**src/rtl/seq_div_pkg.sv**
```systemverilog
// Shared FSM encoding and sizing helper for the sequential restoring divider.
// The optional two's-complement mode is selected by SEQ_DIV_SIGNED_EN.
package seq_div_pkg;

  typedef enum logic [1:0] {
    ST_IDLE = 2'd0,
    ST_CALC = 2'd1,
    ST_DONE = 2'd2
  } state_t;

  // Step counter must be able to represent 0..WIDTH.
  function automatic int cnt_width(input int w);
    return $clog2(w + 1);
  endfunction

endpackage

```
**src/rtl/seq_divider_div_step.sv**
```systemverilog
// One combinational restoring-division step: shift in the next dividend bit,
// trial-subtract the divisor, and keep the trial result when no borrow occurs.
module div_step #(
  parameter int WIDTH = 4
) (
  input  logic [WIDTH:0]   i_prem,
  input  logic             i_bit,
  input  logic [WIDTH-1:0] i_divisor,
  output logic [WIDTH:0]   o_prem,
  output logic             o_qbit
);

  logic [WIDTH+1:0] w_shift;
  logic [WIDTH+1:0] w_trial;

  assign w_shift = {i_prem, i_bit};
  // Partial remainder is always below the divisor, so w_shift's top bit is 0
  // and bit WIDTH+1 of the difference is a clean borrow flag.
  assign w_trial = w_shift - {2'b00, i_divisor};
  assign o_qbit  = ~w_trial[WIDTH+1];
  assign o_prem  = o_qbit ? w_trial[WIDTH:0] : w_shift[WIDTH:0];

endmodule

```
**src/rtl/seq_divider.sv**
```systemverilog
// Sequential restoring divider, one quotient bit per clock, start/busy/done handshake.
// Define SEQ_DIV_SIGNED_EN for two's-complement operands (magnitude core plus sign fix-up).
module seq_divider
  import seq_div_pkg::*;
#(
  parameter int WIDTH = 4
) (
  input  logic             clk,
  input  logic             rst_n,
  input  logic             start,
  input  logic [WIDTH-1:0] dividend,
  input  logic [WIDTH-1:0] divisor,
  output logic             busy,
  output logic             done,
  output logic [WIDTH-1:0] quotient,
  output logic [WIDTH-1:0] remainder,
  output logic             div_by_zero
);

  localparam int CNT_W = cnt_width(WIDTH);

  state_t           r_state;
  state_t           w_next;
  logic [WIDTH-1:0] r_dvd;
  logic [WIDTH-1:0] r_dvs;
  logic [WIDTH-1:0] r_quo;
  logic [WIDTH:0]   r_prem;
  logic [CNT_W-1:0] r_cnt;
  logic             r_dz;
  logic             r_busy;
  logic             r_done;
  logic             r_dz_out;
  logic [WIDTH-1:0] r_quotient;
  logic [WIDTH-1:0] r_remainder;

  logic [WIDTH:0]   w_prem;
  logic             w_qbit;
  logic             w_last;
  logic [WIDTH-1:0] w_quo_raw;
  logic [WIDTH-1:0] w_rem_raw;
  logic [WIDTH-1:0] w_dvd_mag;
  logic [WIDTH-1:0] w_dvs_mag;
  logic [WIDTH-1:0] w_quo_fin;
  logic [WIDTH-1:0] w_rem_fin;
  logic [WIDTH-1:0] w_dvd_org;

  div_step #(.WIDTH(WIDTH)) u_step (
    .i_prem    (r_prem),
    .i_bit     (r_dvd[WIDTH-1]),
    .i_divisor (r_dvs),
    .o_prem    (w_prem),
    .o_qbit    (w_qbit)
  );

  assign w_last    = (r_cnt == CNT_W'(WIDTH - 1));
  assign w_quo_raw = {r_quo[WIDTH-2:0], w_qbit};
  assign w_rem_raw = w_prem[WIDTH-1:0];

`ifdef SEQ_DIV_SIGNED_EN
  logic r_neg_dvd;
  logic r_neg_dvs;

  assign w_dvd_mag = dividend[WIDTH-1] ? -dividend : dividend;
  assign w_dvs_mag = divisor[WIDTH-1]  ? -divisor  : divisor;
  // -MIN/-1 yields magnitude 2^(WIDTH-1) with a positive sign, which wraps to MIN.
  assign w_quo_fin = (r_neg_dvd ^ r_neg_dvs) ? -w_quo_raw : w_quo_raw;
  assign w_rem_fin = r_neg_dvd ? -w_rem_raw : w_rem_raw;
  assign w_dvd_org = r_neg_dvd ? -r_dvd : r_dvd;

  always_ff @(posedge clk or negedge rst_n) begin
    if (!rst_n) begin
      r_neg_dvd <= 1'b0;
      r_neg_dvs <= 1'b0;
    end else if (r_state == ST_IDLE && start) begin
      r_neg_dvd <= dividend[WIDTH-1];
      r_neg_dvs <= divisor[WIDTH-1];
    end
  end
`else
  assign w_dvd_mag = dividend;
  assign w_dvs_mag = divisor;
  assign w_quo_fin = w_quo_raw;
  assign w_rem_fin = w_rem_raw;
  assign w_dvd_org = r_dvd;
`endif

  always_ff @(posedge clk or negedge rst_n) begin
    if (!rst_n) r_state <= ST_IDLE;
    else        r_state <= w_next;
  end

  // A zero divisor spends a single cycle in CALC so done lands one edge after accept.
  always_comb begin
    w_next = r_state;
    case (r_state)
      ST_IDLE: if (start) w_next = ST_CALC;
      ST_CALC: if (r_dz || w_last) w_next = ST_DONE;
      ST_DONE: w_next = ST_IDLE;
      default: w_next = ST_IDLE;
    endcase
  end

  always_ff @(posedge clk or negedge rst_n) begin
    if (!rst_n) begin
      r_dvd       <= '0;
      r_dvs       <= '0;
      r_quo       <= '0;
      r_prem      <= '0;
      r_cnt       <= '0;
      r_dz        <= 1'b0;
      r_busy      <= 1'b0;
      r_done      <= 1'b0;
      r_dz_out    <= 1'b0;
      r_quotient  <= '0;
      r_remainder <= '0;
    end else begin
      case (r_state)
        ST_IDLE: begin
          if (start) begin
            r_dvd    <= w_dvd_mag;
            r_dvs    <= w_dvs_mag;
            r_quo    <= '0;
            r_prem   <= '0;
            r_cnt    <= '0;
            r_dz     <= (divisor == '0);
            r_busy   <= 1'b1;
            r_dz_out <= 1'b0;
          end
        end
        ST_CALC: begin
          if (r_dz) begin
            r_quotient  <= '1;
            r_remainder <= w_dvd_org;
            r_dz_out    <= 1'b1;
            r_done      <= 1'b1;
          end else begin
            r_prem <= w_prem;
            r_dvd  <= {r_dvd[WIDTH-2:0], 1'b0};
            r_quo  <= w_quo_raw;
            r_cnt  <= r_cnt + CNT_W'(1);
            if (w_last) begin
              r_quotient  <= w_quo_fin;
              r_remainder <= w_rem_fin;
              r_done      <= 1'b1;
            end
          end
        end
        ST_DONE: begin
          r_done <= 1'b0;
          r_busy <= 1'b0;
        end
        default: ;
      endcase
    end
  end

  assign busy        = r_busy;
  assign done        = r_done;
  assign quotient    = r_quotient;
  assign remainder   = r_remainder;
  assign div_by_zero = r_dz_out;

endmodule
```
**config.mk**
```make
export PLATFORM = sky130hd
export DESIGN_NAME = seq_divider
export DESIGN_NICKNAME = d
export VERILOG_FILES = /design/src/rtl/seq_div_pkg.sv /design/src/rtl/seq_divider_div_step.sv /design/src/rtl/seq_divider.sv
export SDC_FILE = /design/constraint.sdc
export NUM_CORES = 1
export LEC_CHECK = 0
export ABC_AREA = 1
export BUFFER_PORTS_ARGS = -buffer_cell sky130_fd_sc_hd__buf_2
export CAP_MARGIN = 25
export CORE_UTILIZATION = 27
export DETAILED_ROUTE_END_ITERATION = 7
export SLEW_MARGIN = 20
export SYNTH_ARGS = -nofsm -noshare
export SYNTH_HDL_FRONTEND = slang
export SYNTH_HIERARCHICAL = 1
export SYNTH_SLANG_ARGS = --single-unit
```
**constraint.sdc**
```tcl
create_clock -name clk -period 3 [get_ports clk]
set_input_delay 0.45 -clock clk [delete_from_list [all_inputs] [get_ports clk]]
set_output_delay 0.45 -clock clk [all_outputs]
set_load 0.005 [all_outputs]
```
### Word-level counts from Yosys, hierarchy flattened

Cells that the tools add are included.

| word-level totals | value |
|---|---|
| flip-flop bits (word level) | 33 |
| word-level logic and storage cells | 65 |

| cells by class | value |
|---|---|
| $add $sub $neg | 2 |
| equal/unequal tests | 8 |
| muxes and demuxes | 28 |
| bitwise logic cells | 1 |
| reduce and logical (&&, ||, !) cells | 14 |

Operators by type and width:

| operator | number |
|---|---|
| $mux W4 | 6 |
| $mux W5 | 3 |
| $mux W3 | 4 |
| $pmux W3 S2 | 2 |
| $pmux W5 S2 | 1 |
| $reduce_and A2 Y1 | 5 |
| $ne A2 B2 Y1 const B | 4 |
| $pmux W4 S2 | 1 |
| $reduce_bool A2 Y1 | 4 |
| $pmux W1 S2 | 3 |
| $reduce_and A3 Y1 | 2 |
| $sub A6 B4 Y6 | 1 |
| $mux W1 | 5 |
| $logic_not A4 Y1 | 1 |
| $mux W2 | 2 |
| $pmux W2 S2 | 1 |
| $add A3 B1 Y3 const B | 1 |
| $eq A3 B2 Y1 const B | 1 |
| $ne A3 B3 Y1 const B | 1 |
| $eq A2 B1 Y1 const B | 1 |
| $eq A2 B2 Y1 const B | 1 |
| $logic_not A2 Y1 | 1 |
| $logic_or A1 B1 Y1 | 1 |
| $not A1 Y1 | 1 |

### Depth between registers and ports, before layout

| depth | value |
|---|---|
| depth after elaboration | 4 |
| mapped depth | 14 |

### Hierarchy

The synthesis kept the hierarchy.

Modules (own cells, without submodules):

| module | times used | cells an instance | area each (um^2) | sequential area each (um^2) |
|---|---|---|---|---|
| seq_divider | 1 | 172 | 1,522.7 | 825.8 |
| div_step | 1 | 55 | 332.8 | 0.0 |

### Worst setup path before layout

No wires, ideal clock.

| path | value |
|---|---|
| path type | register to register |
| from | register r_dvd[3] |
| to | register r_remainder[2], in the netlist remainder[2] |
| arrival time | 1.469 ns |
| setup slack | 1.414 ns |
| stages on the path, launching flop included | 12 |
| buffers on the path | 0 |
| clock period less this slack | 1.586 ns |
| cells stage by stage | dfrtp_1 inv_1 ha_1 inv_2 fa_1 xor2_1 nand3_1 nand2_1 nand2_1 nand2_1 nand2_1 nand2_1 |

| between the ends | value |
|---|---|
| longest elaborated chain between the ends | 4 |

Ends and longest elaborated chain:

| what | RTL line | RTL |
|---|---|---|
| start: declaration | seq_divider.sv:24 | `logic [WIDTH-1:0] r_dvd;` |
| start signal: assignment | seq_divider.sv:120 | `r_dvd <= w_dvd_mag;` |
| start signal: assignment | seq_divider.sv:138 | `r_dvd <= {r_dvd[WIDTH-2:0], 1'b0};` |
| $sub A6 B4 Y6 | seq_divider_div_step.sv:19 | `assign w_trial = w_shift - {2'b00, i_divisor};` |
| $mux W5 | seq_divider_div_step.sv:21 | `assign o_prem = o_qbit ? w_trial[WIDTH:0] : w_shift[WIDTH:0];` |
| via w_prem[2] | seq_divider.sv:36 | `logic [WIDTH:0] w_prem;` |
| $mux W4 | seq_divider.sv:141 | `if (w_last) begin` |
| $mux W4 | seq_divider.sv:131 | `if (r_dz) begin` |
| end signal: assignment | seq_divider.sv:133 | `r_remainder <= w_dvd_org;` |
| end signal: assignment | seq_divider.sv:143 | `r_remainder <= w_rem_fin;` |
| end: declaration | seq_divider.sv:34 | `logic [WIDTH-1:0] r_remainder;` |

The timed path passes the listed nets, and every way through them passes these cells. The select of a mux whose other input is x is not followed.
A chain may end at the register's enable or synchronous reset.

### Final worst setup path

Same ends and word-level chain as after synthesis.

==> run summary <==
### Floorplan
* Horiz. Die Dim: 84.9 microns
* initial core utilization: 28.6%
* number of top-level pins: 22
* # rows: 29
* die footprint: 7210 sq um
* area of the placeable core: 6490 sq um
* die height: 84.9 microns

### Yosys
* number of instances in the synthesized netlist: 227
* Synth Net Count: 245
* combined area of all synthesized cells: 1860 sq um
* Mapped Avg Cell Area: 8.17 sq um
* Syn. warnings: 6
* sequential fraction of the synthesis area: 44.5%
* number of register bits inferred by synthesis: 33
* Unique masters post-synth: 22

### Place
* Port Buffer Count: 21
* half-perimeter wire length of the detailed placement result: 2700 microns
* final weighted congestion in routability-driven placement: 0.819
* setup slack at placement: 1.25 ns

### Clock network
* number of CTS-inserted buffers: 5
* root cell of the clock tree: clkbuf_8
* sink count of the clock tree: 33
* post-CTS setup buffer count: 0
* TritonCTS clock tree: done
* count of H-tree levels built during CTS: 2
* insertion delay of the later-clocked pin in the worst-skew pair: 0.28 ns
* hold buffers post-CTS: 0
* cts repair resizes: 0
* clock slew at reported path FFs: 0.07 ns
* clk buf depth: 2

### Detailed routing
* average wire per cell in the routed design: 11.4 microns
* Via density: 4.55
* Residual DRC: 2
* number of search-and-repair iterations in the first detailed-routing pass: 6
* initial DRC count: 70
* total vias in the final route: 1483
* number of nets with antenna violations after detailed routing: 0
* total wire length after detailed routing: 3720 microns

### Timing
* setup-violating endpoint count in the final report: 0
* PnR worst setup slack: 1.24 ns
* aggregate negative setup slack: 0 ns
* Max-Slew Margin vs Limit: 49.8%
* slew at the pin with the worst max-slew slack: 0.752 ns
* post-layout minimum cycle time: 1.76 ns
* Hold Fails Final Rpt: 0
* setup repair after global routing missed its margin: no
* Post-Route Skew: 0.00347 ns
* final critical-path share of the clock period: 58.6%
* number of slew-limit violations in the final report: 0
* worst hold slack: 0.233 ns
* Fmax: 569 MHz

### Global route
* number of global-route vias before repair: 1469
* global-route congestion overflow total: 0
* wire length of the first global-routing pass: 6700 microns
* largest net degree at the start of global routing: 34
* antenna violations before repair: 0
* aggregate global-route resource usage: 11.7%

### Worst hold path
* HP Class: in2async

### Pwr
* Net Sw Frac: 47.5%
* post-layout power: 0.00252 W
* net load switching power: 0.00120 W
* Lkg Pwr: 1.13 nW
* power share of the combinational group: 55.7%
* portion of total power attributed to the clock network: 12.5%
* power density cells: 1230 nW/um^2
* worst vdd rail ir drop: 0.000332 V
* sequential share of power: 31.8%
* internal power: 0.00132 W

### Finish
* most common library cell in the layout ignoring fill and taps: nand2_1
* Final Net Count: 266
* top library cells by usage in the layout, fill and taps aside: nand2_1 (90), nand3_1 (34), dfrtp_1 (33), buf_2 (21), inv_1 (16)
* fraction of layout cells with a size suffix above 1: 21.3%
* core occupancy in the finished layout: 31.7%
* ant diodes: 0
* area growth from synthesis to layout: 10.9%

### Setup path
* peak fanout along the critical path: 4
* Req. time, crit path: 3.22 ns
* critical path data arrival time: 1.98 ns
* category of the critical setup timing path: reg2reg
* startpoint type of the worst setup path: flop
* type of destination of the critical path: flop

### Status
* run status: complete, but fails checks
* violated checks: design-rule violations

### Job
* max-cap violation count: 0

-- power groups by stage --
stage | Sequential [W] | Combinational [W] | Clock (W)
final | 0.000803 | 0.00140 | 0.000315
after global routing | 0.000831 | 0.00164 | 0.000347
after CTS | 0.000805 | 0.00142 | 0.000329
after detailed placement | 0.000812 | 0.00142 | 0
after global placement | 0.000811 | 0.00139 | 0
after floorplan | 0.000767 | 0.00119 | 0
-- routing by layer --
layer | part of all wire [%] | routed length (microns) | global-route usage, % | vias up
li1 | - | - | - | 762
met1 | 51 | 1900 | 15.7 | 688
met2 | 44 | 1630 | 19.1 | 31
met3 | 5.0 | 185 | 3.02 | 2
met4 | 0.21 | 8 | 2.77 | 0
met5 | 0 | 0 | 0 | -
-- sequential cells by signal, summed over array words and instances, names as in the netlist --
signal,flops
r_quo,3
remainder,4
r_dvd,4
busy,1
done,1
r_dvs,4
r_state,2
quotient,4
r_prem,5
r_dz,1
r_cnt,3
div_by_zero,1
-- worst max-delay path: stages, from the launching register on --
cell,delay [ns]
dfrtp_1,0.41
inv_1,0.07
ha_1,0.15
inv_2,0.05
fa_1,0.40
xor2_1,0.19
nand3_1,0.10
nand2_1,0.10
nand2_1,0.06
nand2_1,0.06
nand2_1,0.05
nand2_1,0.05
-- area by class of cell --
class                      instances  area [sq um]
clock inverter                     2          10.0
multi-input combinational        166           867
sequential                        33           826
inverter                          21          81.3
timing repair buffer              21           105
fill                             682          4440
clock buffer                       6          72.6
tap                               77          96.3
-- cell families after synthesis --
family / share of synthesized area [%]
DFF: 44.5
AOI/OAI and AO/OA: 4.72
buffers and inverters: 8.77
adders and majority gates: 5.12
and+or+nand+nor: 36.4
xor gates and xnor gates: 0.472
-- synthesized netlist by cell type, drive strengths merged --
| library cell | number | area [sq um] |
|---|---|---|
| ha | 6 | 75.1 |
| fa | 1 | 20.0 |
| nand3b | 1 | 7.51 |
| clkbuf | 1 | 13.8 |
| inv | 21 | 81.3 |
| a21oi | 2 | 10.0 |
| dfrtp | 33 | 826 |
| o21ai | 11 | 77.6 |
| nand2 | 97 | 392 |
| nand3 | 38 | 225 |
| xor2 | 1 | 8.76 |
| buf | 6 | 67.6 |
| nor2 | 9 | 51.3 |
-- worst paths after layout --
| check | start | slack (ns) | to | cells past startpoint |
|---|---|---|---|---|
| setup / recovery | r_dvd[3]$_DFFE_PN0P_ | 1.24 | remainder[2]$_DFFE_PN0P_ | 11 |
| hold / removal | rst_n | 0.23 | r_dvs[1]$_DFFE_PN0P_ | 1 |
| setup reg to reg | r_dvd[3]$_DFFE_PN0P_ | 1.24 | remainder[2]$_DFFE_PN0P_ | 11 |
| hold reg to reg | quotient[1]$_DFFE_PN0P_ | 0.48 | quotient[1]$_DFFE_PN0P_ | 2 |
| max in group asynchronous | rst_n | 2.28 | r_prem[4]$_DFFE_PN0P_ | 1 |
| min in group clk | dividend[0] | 0.41 | r_dvd[0]$_DFFE_PN0P_ | 3 |
-- per-stage QoR --
stage / cell area, sq um / instances
3_5_place_dp: 1980 / 318
4_1_cts: 2060 / 326
6_report: 2060 / 326
2_1_floorplan: 1860 / 227
5_1_grt: 2060 / 326
3_3_place_gp: 1980 / 318
(Power assumes the default switching activity.)
